--- config.mk ---
export PLATFORM = sky130hd
export DESIGN_NAME = mc_datapath_flat
export DESIGN_NICKNAME = d
export VERILOG_FILES = /design/src/rtl/mc_datapath_if.sv /design/src/rtl/mc_datapath.sv /design/src/flat_wrapper.sv
export SDC_FILE = /design/constraint.sdc
export NUM_CORES = 2
export LEC_CHECK = 0
export ABC_CLOCK_PERIOD_IN_PS = 11990
export CAP_MARGIN = 30
export CORE_ASPECT_RATIO = 1.4
export CORE_MARGIN = 4
export CORE_UTILIZATION = 40
export DETAILED_ROUTE_END_ITERATION = 6
export PLACE_DENSITY = 0.6
export SYNTH_ARGS = -nofsm -noshare
export SYNTH_HDL_FRONTEND = slang
export SYNTH_SLANG_ARGS = --single-unit
--- constraint.sdc ---
create_clock -name clk -period 11.99 [get_ports clk]
set_clock_uncertainty 0.05 [all_clocks]
set_input_delay 2.398 -clock clk [delete_from_list [all_inputs] [get_ports clk]]
set_output_delay 2.398 -clock clk [all_outputs]
set_load 0.02 [all_outputs]
--- src/rtl/mc_datapath_if.sv ---
// Bundle of control, memory and feedback signals between the multicycle
// controller/memory side and the mc_datapath block.
//   master : controller/memory side; drives controls and ReadData_i,
//            observes address, write data and decode feedback.
//   slave  : datapath side.
interface mc_datapath_if;
  logic        PCWrite_i;
  logic        AdrSrc_i;
  logic        IRWrite_i;
  logic        RegWrite_i;
  logic [1:0]  ALUSrcA_i;
  logic [1:0]  ALUSrcB_i;
  logic [1:0]  ResultSrc_i;
  logic [2:0]  ALUControl_i;
  logic [2:0]  ImmSrc_i;
  logic [31:0] ReadData_i;
  logic [31:0] Adr_o;
  logic [31:0] WriteData_o;
  logic [6:0]  op_o;
  logic [2:0]  funct3_o;
  logic        funct7_o;
  logic        zero_o;

  modport master (
    output PCWrite_i, AdrSrc_i, IRWrite_i, RegWrite_i, ALUSrcA_i, ALUSrcB_i,
           ResultSrc_i, ALUControl_i, ImmSrc_i, ReadData_i,
    input  Adr_o, WriteData_o, op_o, funct3_o, funct7_o, zero_o
  );

  modport slave (
    input  PCWrite_i, AdrSrc_i, IRWrite_i, RegWrite_i, ALUSrcA_i, ALUSrcB_i,
           ResultSrc_i, ALUControl_i, ImmSrc_i, ReadData_i,
    output Adr_o, WriteData_o, op_o, funct3_o, funct7_o, zero_o
  );
endinterface

--- src/rtl/mc_datapath.sv ---
// 32-bit multicycle RV32I datapath.
// Holds PC, OldPC, IR, the A/B/ALUOut/Data holding registers and the 32x32
// register file; applies the controller's registered controls in the same
// cycle.
// Ports:
//   clk   : clock
//   reset : synchronous, active-high reset (priority over all enables)
//   bus   : mc_datapath_if.slave - controls in, memory address/write data
//           and op/funct3/funct7/zero feedback out
module mc_datapath #(
  parameter logic [31:0] RESET_PC = 32'h0000_0000
) (
  input  logic          clk,
  input  logic          reset,
  mc_datapath_if.slave  bus
);

  typedef enum logic [2:0] {
    ALU_ADD = 3'b000,
    ALU_SUB = 3'b001,
    ALU_AND = 3'b010,
    ALU_OR  = 3'b011,
    ALU_SLT = 3'b101
  } alu_op_e;

  typedef enum logic [2:0] {
    IMM_I = 3'b000,
    IMM_S = 3'b001,
    IMM_B = 3'b010,
    IMM_J = 3'b011,
    IMM_U = 3'b100
  } imm_src_e;

  logic [31:0] pc, old_pc, instr;
  logic [31:0] a_reg, b_reg, alu_out, data_reg;
  logic [31:0] rf [32];

  logic [4:0]  rs1, rs2, rd;
  logic [31:0] rd1, rd2;
  logic [31:0] imm_ext;
  logic [31:0] src_a, src_b;
  logic [31:0] alu_result;
  logic [31:0] result;
  alu_op_e     alu_op;
  imm_src_e    imm_src;

  assign rs1     = instr[19:15];
  assign rs2     = instr[24:20];
  assign rd      = instr[11:7];
  assign alu_op  = alu_op_e'(bus.ALUControl_i);
  assign imm_src = imm_src_e'(bus.ImmSrc_i);

  // x0 is forced to zero on read; no write-to-read bypass
  assign rd1 = (rs1 == 5'd0) ? '0 : rf[rs1];
  assign rd2 = (rs2 == 5'd0) ? '0 : rf[rs2];

  always_comb begin
    imm_ext = {{20{instr[31]}}, instr[31:20]};
    case (imm_src)
      IMM_S:   imm_ext = {{20{instr[31]}}, instr[31:25], instr[11:7]};
      IMM_B:   imm_ext = {{19{instr[31]}}, instr[31], instr[7], instr[30:25],
                          instr[11:8], 1'b0};
      IMM_J:   imm_ext = {{11{instr[31]}}, instr[31], instr[19:12], instr[20],
                          instr[30:21], 1'b0};
      IMM_U:   imm_ext = {instr[31:12], 12'b0};
      default: imm_ext = {{20{instr[31]}}, instr[31:20]};
    endcase
  end

  always_comb begin
    src_a = '0;
    case (bus.ALUSrcA_i)
      2'b00:   src_a = pc;
      2'b01:   src_a = old_pc;
      2'b10:   src_a = a_reg;
      default: src_a = '0;
    endcase
  end

  always_comb begin
    src_b = '0;
    case (bus.ALUSrcB_i)
      2'b00:   src_b = b_reg;
      2'b01:   src_b = imm_ext;
      2'b10:   src_b = 32'd4;
      default: src_b = '0;
    endcase
  end

  always_comb begin
    alu_result = '0;
    case (alu_op)
      ALU_ADD: alu_result = src_a + src_b;
      ALU_SUB: alu_result = src_a - src_b;
      ALU_AND: alu_result = src_a & src_b;
      ALU_OR:  alu_result = src_a | src_b;
      ALU_SLT: alu_result = {31'b0, $signed(src_a) < $signed(src_b)};
      default: alu_result = '0;
    endcase
  end

  always_comb begin
    result = '0;
    case (bus.ResultSrc_i)
      2'b00:   result = alu_out;
      2'b01:   result = data_reg;
      2'b10:   result = alu_result;
      default: result = imm_ext;
    endcase
  end

  always_ff @(posedge clk) begin
    if (reset) begin
      pc       <= RESET_PC;
      old_pc   <= '0;
      instr    <= '0;
      a_reg    <= '0;
      b_reg    <= '0;
      alu_out  <= '0;
      data_reg <= '0;
    end else begin
      if (bus.PCWrite_i) pc <= result;
      // old_pc takes the pre-update pc even when pc is written this edge
      if (bus.IRWrite_i) begin
        instr  <= bus.ReadData_i;
        old_pc <= pc;
      end
      a_reg    <= rd1;
      b_reg    <= rd2;
      alu_out  <= alu_result;
      data_reg <= bus.ReadData_i;
    end
  end

  // Register file contents survive reset; only the write is blocked
  always_ff @(posedge clk) begin
    if (!reset && bus.RegWrite_i && (rd != 5'd0)) rf[rd] <= result;
  end

  assign bus.Adr_o       = bus.AdrSrc_i ? result : pc;
  assign bus.WriteData_o = b_reg;
  assign bus.op_o        = instr[6:0];
  assign bus.funct3_o    = instr[14:12];
  assign bus.funct7_o    = instr[30];
  assign bus.zero_o      = (alu_result == '0);

endmodule

--- src/flat_wrapper.sv ---
// flat-port wrapper written by rule: the top's interface ports become plain ports
module mc_datapath_flat 
#(
  parameter logic [31:0] RESET_PC = 32'h0000_0000
)
  (clk, reset, bus_PCWrite_i, bus_AdrSrc_i, bus_IRWrite_i, bus_RegWrite_i, bus_ALUSrcA_i, bus_ALUSrcB_i, bus_ResultSrc_i, bus_ALUControl_i, bus_ImmSrc_i, bus_ReadData_i, bus_Adr_o, bus_WriteData_o, bus_op_o, bus_funct3_o, bus_funct7_o, bus_zero_o);
  mc_datapath_if bus_i ();
  input  logic clk;
  input  logic reset;
  input wire logic [$bits(bus_i.PCWrite_i)-1:0] bus_PCWrite_i;
  input wire logic [$bits(bus_i.AdrSrc_i)-1:0] bus_AdrSrc_i;
  input wire logic [$bits(bus_i.IRWrite_i)-1:0] bus_IRWrite_i;
  input wire logic [$bits(bus_i.RegWrite_i)-1:0] bus_RegWrite_i;
  input wire logic [$bits(bus_i.ALUSrcA_i)-1:0] bus_ALUSrcA_i;
  input wire logic [$bits(bus_i.ALUSrcB_i)-1:0] bus_ALUSrcB_i;
  input wire logic [$bits(bus_i.ResultSrc_i)-1:0] bus_ResultSrc_i;
  input wire logic [$bits(bus_i.ALUControl_i)-1:0] bus_ALUControl_i;
  input wire logic [$bits(bus_i.ImmSrc_i)-1:0] bus_ImmSrc_i;
  input wire logic [$bits(bus_i.ReadData_i)-1:0] bus_ReadData_i;
  output wire logic [$bits(bus_i.Adr_o)-1:0] bus_Adr_o;
  output wire logic [$bits(bus_i.WriteData_o)-1:0] bus_WriteData_o;
  output wire logic [$bits(bus_i.op_o)-1:0] bus_op_o;
  output wire logic [$bits(bus_i.funct3_o)-1:0] bus_funct3_o;
  output wire logic [$bits(bus_i.funct7_o)-1:0] bus_funct7_o;
  output wire logic [$bits(bus_i.zero_o)-1:0] bus_zero_o;
  assign bus_i.PCWrite_i = bus_PCWrite_i;
  assign bus_i.AdrSrc_i = bus_AdrSrc_i;
  assign bus_i.IRWrite_i = bus_IRWrite_i;
  assign bus_i.RegWrite_i = bus_RegWrite_i;
  assign bus_i.ALUSrcA_i = bus_ALUSrcA_i;
  assign bus_i.ALUSrcB_i = bus_ALUSrcB_i;
  assign bus_i.ResultSrc_i = bus_ResultSrc_i;
  assign bus_i.ALUControl_i = bus_ALUControl_i;
  assign bus_i.ImmSrc_i = bus_ImmSrc_i;
  assign bus_i.ReadData_i = bus_ReadData_i;
  assign bus_Adr_o = bus_i.Adr_o;
  assign bus_WriteData_o = bus_i.WriteData_o;
  assign bus_op_o = bus_i.op_o;
  assign bus_funct3_o = bus_i.funct3_o;
  assign bus_funct7_o = bus_i.funct7_o;
  assign bus_zero_o = bus_i.zero_o;
  mc_datapath #(.RESET_PC(RESET_PC)) u_core (.clk(clk), .reset(reset), .bus(bus_i));
endmodule
==> metrics list <==
* DRT antenna net count: 0
- Number of global-route vias before repair: approximately 40000
- Across every metal layer, demand over resource in global routing totals 26.6%.
- Reg-to-reg slack, setup: around 5400 ps
- After clock tree synthesis, the repair step resized 0 gates.
- Global routing used under 10% of the available met3 tracks.
- Number of core rows: 170
* End of the worst register-to-register path: u_core.rf[15][22]$_DFFE_PP_
- The average instance in the mapped netlist occupies approximately 15 sq um.
- For this run, the register share of the synthesized area comes to 57.1%.
* Synth Register Bits: between 1000 and 1500
- In this run the count of I/O pins placed on the die edge is between 100 and 150.
- More flip-flops sit in one register than any other, and that register is u_core.rf.
- The tool flagged a number of max-cap violations equal to 0.
* Leakage power total: 22.7 nW
- The analysis attributes to net switching a power of about 2.6 mW.
- Kind of path behind the tightest hold check: register to register
- Count of yosys warnings during synthesis: 0
- Flip-flop count of the largest register, all copies and words added: ~1000
- The number of slew-limit violations in the final report came to 0.
- Total half-perimeter wirelength after legalization and detailed placement: roughly 130000 microns
- The smallest clock period supported by the final layout is computed as 11740 ps.
* Part of the cycle the worst path needs: a little over nine tenths
* # hold bufs at CTS: 0
- Fill cell count: approximately 13000
- Initial antenna violation count: 12
- Final Hold Violating Endpoints: 0
- Global-route track usage on met2: between 40% and 50%
- In this run the number of H-tree levels came out at 3.
- The sequential cells in the finished layout cover a total of ~0.035 sq mm.
- Reg-to-reg critical path startpoint: u_core.instr[20]$_SDFFE_PP0P_
* Total setup buffers inserted after CTS: 0
- Path depth of the worst reg2reg path: 17
* Ratio of cells with drive above 1 in the final layout: 24.1%
* Number of flops mapped to enable cells by yosys: between 1000 and 1500
- In this run, CTS created clock tree buffers numbering about 110.
* Element type at the critical path end: primary output
- Clock-pin slew was measured on the worst setup and hold paths at roughly 60 ps.
- Hold Crit Depth: 2
- The first routing iteration left about 4100 violations.
- In this run the clock root is driven by a clkbuf_16.
- In this run the worst setup path terminates at bus_zero_o.
* Critical Path Max Stage Delay: between 900 and 1000 ps
* WP data required: 9540 ps
* Yosys cell types: a little under 100
- Setup total negative slack: 0 ps
- The net count of the finished layout is 4278.
- Fraction of registers with async set/reset: 0%
* Arrival time at the worst endpoint: 9290 ps
- Maximum clock frequency: approximately 0.085 GHz
* End-of-flow core utilization: about 45%
- Peak VDD IR: 0.000114 V
- Relative to the synthesized area, the layout overhead comes to 12.5%.
- Highest-delay cell along the critical path: nor4b_1
- Pre-antenna DRT Iters: 5
- CTS Buffer Depth: 3
* Run status: finished clean
- At the end of routability-driven placement, the weighted congestion stood at roughly 1.0.
- From left edge to right edge, the die measures approximately 340 microns.
- Setup repair after global routing left no endpoint under its margin.
- PD cells: roughly 140 mW/mm^2
- In this run the tool buffered the top-level ports with between 100 and 150 buffer cells.
- Routing usage on met1: a little under a third
- Entering global routing, the biggest net connects roughly 120 pins.
- Most utilized layer in the global route result: met2
- Traced cell by cell, the critical path runs through clkdlybuf4s50_1, a21oi_1, o22ai_1, a21oi_1, mux2i_1, or2_2, ha_1, a21o_1, a21oi_2, nand2_1, xor2_1, a221oi_1, nand3_1, nor4b_1, nand4b_1, nor4_1, nand4_1, nor2_1, clkdlybuf4s50_1.
- Once the floorplan was initialized, standard cells occupied about two fifths of the core.
- Setup violations remaining at the end of the flow were counted as 0.
* Sequential cell fraction of total power: about half
- TritonCTS built the clock tree.
* Area occupied by multi-input gates: 0.0251 sq mm
- WL per Instance: around 34 microns
- The critical path starts at bus_ImmSrc_i[2].
- The worst setup path is launched from an input pin.
* Via density: ~6.3
- Synthesis produced a netlist whose cell count is around 4100.
* Portion of total power attributed to combinational logic: 14.1%
- Tightest Pin Transition: around 1100 ps
- Total Routed Length: between 200000 and 250000 microns
- Core outline area: between 0.15 and 0.2 sq mm
- Max-slew headroom at the worst pin: between 20% and 30%
- Clock latency on the worst-skew pair: 750 ps
- Summing over every cut layer, the via total after detailed routing is between 30000 and 40000.
* Clock power frac: between 30 and 40%
- The critical path in this run is classified as input pin to primary output.
* Overall die area: roughly 0.16 sq mm
- Die height: approximately 470 microns
- In the routed design, unresolved DRC markers number 0.
* Post-route worst hold slack: about 450 ps
* Net switching share of the total power: 26.2%
* Cell area after synthesis: 0.0617 sq mm
- Dominant register cell in the synthesized netlist: edfxtp_1
- The first global-routing pass estimated between 300000 and 400000 microns of wire.
- Along the worst path, the maximum fanout reaches 11.
* Total number of clock tree sinks: between 1000 and 1500
- Remaining global-route overflow: 0
* Power Internal: ~7.4 mW
## routing by layer
layer  up-vias  part of all wire (%)
met5         -                 0.018
met4         6                   6.5
met3       567                   7.7
met2      2031                    51
met1     20800                    35
li1      16300                     -
## power by group through the flow
stage | registers (mW) | clock network [mW] | logic, mW
floorplan | 4.95 | 0 | 0.882
global placement | 4.99 | 0 | 1.38
detailed placement | 4.99 | 0 | 1.39
CTS | 4.90 | 3.74 | 1.39
global route | 4.90 | 3.91 | 1.48
finish | 4.90 | 3.68 | 1.40
## synthesized netlist by cell type, types with 62 or more instances
library cell     n  area share, %
edfxtp_1      1024             50
mux4_2         512             19
nor2_1         346            2.1
mux2i_1        291            4.7
dfxtp_1        224            7.3
clkbuf_1       197            1.2
a21oi_1        177            1.4
nand2_1        124           0.75
inv_1          113           0.69
mux2_2         103            1.9
ha_1            96            1.9
buf_1           76           0.46
o22ai_1         62           0.63
## cell type report
type	instances	area share (%)
clock buffers	158	4.51
multi-input cells	2398	36.2
inverters	120	0.649
diodes	3	0.0108
repair buffers	249	3.16
well taps	2064	3.72
flip-flops and latches	1248	50.8
clock inverters	52	0.857
## critical path, delay by kind of cell
family                     cells  cell delay, ps
and+or+nand+nor                8            2870
AOI/OAI and AO/OA              6            1990
buffers and inverters          2            1270
adders and majority gates      1             460
xor gates and xnor gates       1             190
muxes                          1             100
## cell usage in the layout (no fill, tap or decap), types with 57 or more instances in the layout
cell | synthesis | final
clkbuf_16 | 0 | 114
edfxtp_1 | 1024 | 1024
nor2_1 | 346 | 317
buf_4 | 12 | 121
nand2_1 | 124 | 122
o22ai_1 | 62 | 62
mux2_2 | 103 | 103
mux4_2 | 512 | 512
inv_1 | 113 | 113
dfxtp_1 | 224 | 214
ha_1 | 96 | 96
clkdlybuf4s50_1 | 0 | 115
a21oi_1 | 177 | 175
mux2i_1 | 291 | 291
a221oi_1 | 57 | 57
## worst min-delay path by stage
stage	from	endpoint	slack, ps
2_1_floorplan	u_core.old_pc[0]$_SDFFE_PP0P_	u_core.old_pc[0]$_SDFFE_PP0P_	410
3_3_place_gp	u_core.instr[2]$_SDFFE_PP0P_	u_core.instr[2]$_SDFFE_PP0P_	420
3_5_place_dp	u_core.old_pc[23]$_SDFFE_PP0P_	u_core.old_pc[23]$_SDFFE_PP0P_	430
4_1_cts	u_core.old_pc[23]$_SDFFE_PP0P_	u_core.old_pc[23]$_SDFFE_PP0P_	450
5_1_grt	u_core.old_pc[18]$_SDFFE_PP0P_	u_core.old_pc[18]$_SDFFE_PP0P_	470
6_report	u_core.old_pc[23]$_SDFFE_PP0P_	u_core.old_pc[23]$_SDFFE_PP0P_	450
## kinds of logic after synthesis
kind of cell | Yosys count | share of synthesized area [%]
flip-flops | 1248 | 57.1
multiplexers | 908 | 25.3
AND/OR/NAND/NOR | 725 | 5.44
AO/OA/AOI/OAI | 621 | 7.03
buffers and inverters | 438 | 2.84
adder cells (fa/ha/maj) | 98 | 2.01
XOR/XNOR | 14 | 0.199
other | 1 | 0.00608
## stage by stage
step	cell area, sq um	power (mW)	cells	setup WS, ps
final	69400	9.99	6292	248
after global routing	69400	10.3	6291	13.6
after CTS	69400	10.0	6288	401
after detailed placement	65600	6.38	6078	435
after global placement	65600	6.38	6078	428
after floorplan	61800	5.83	4084	2290
Power figures use the tool's default switching activity.
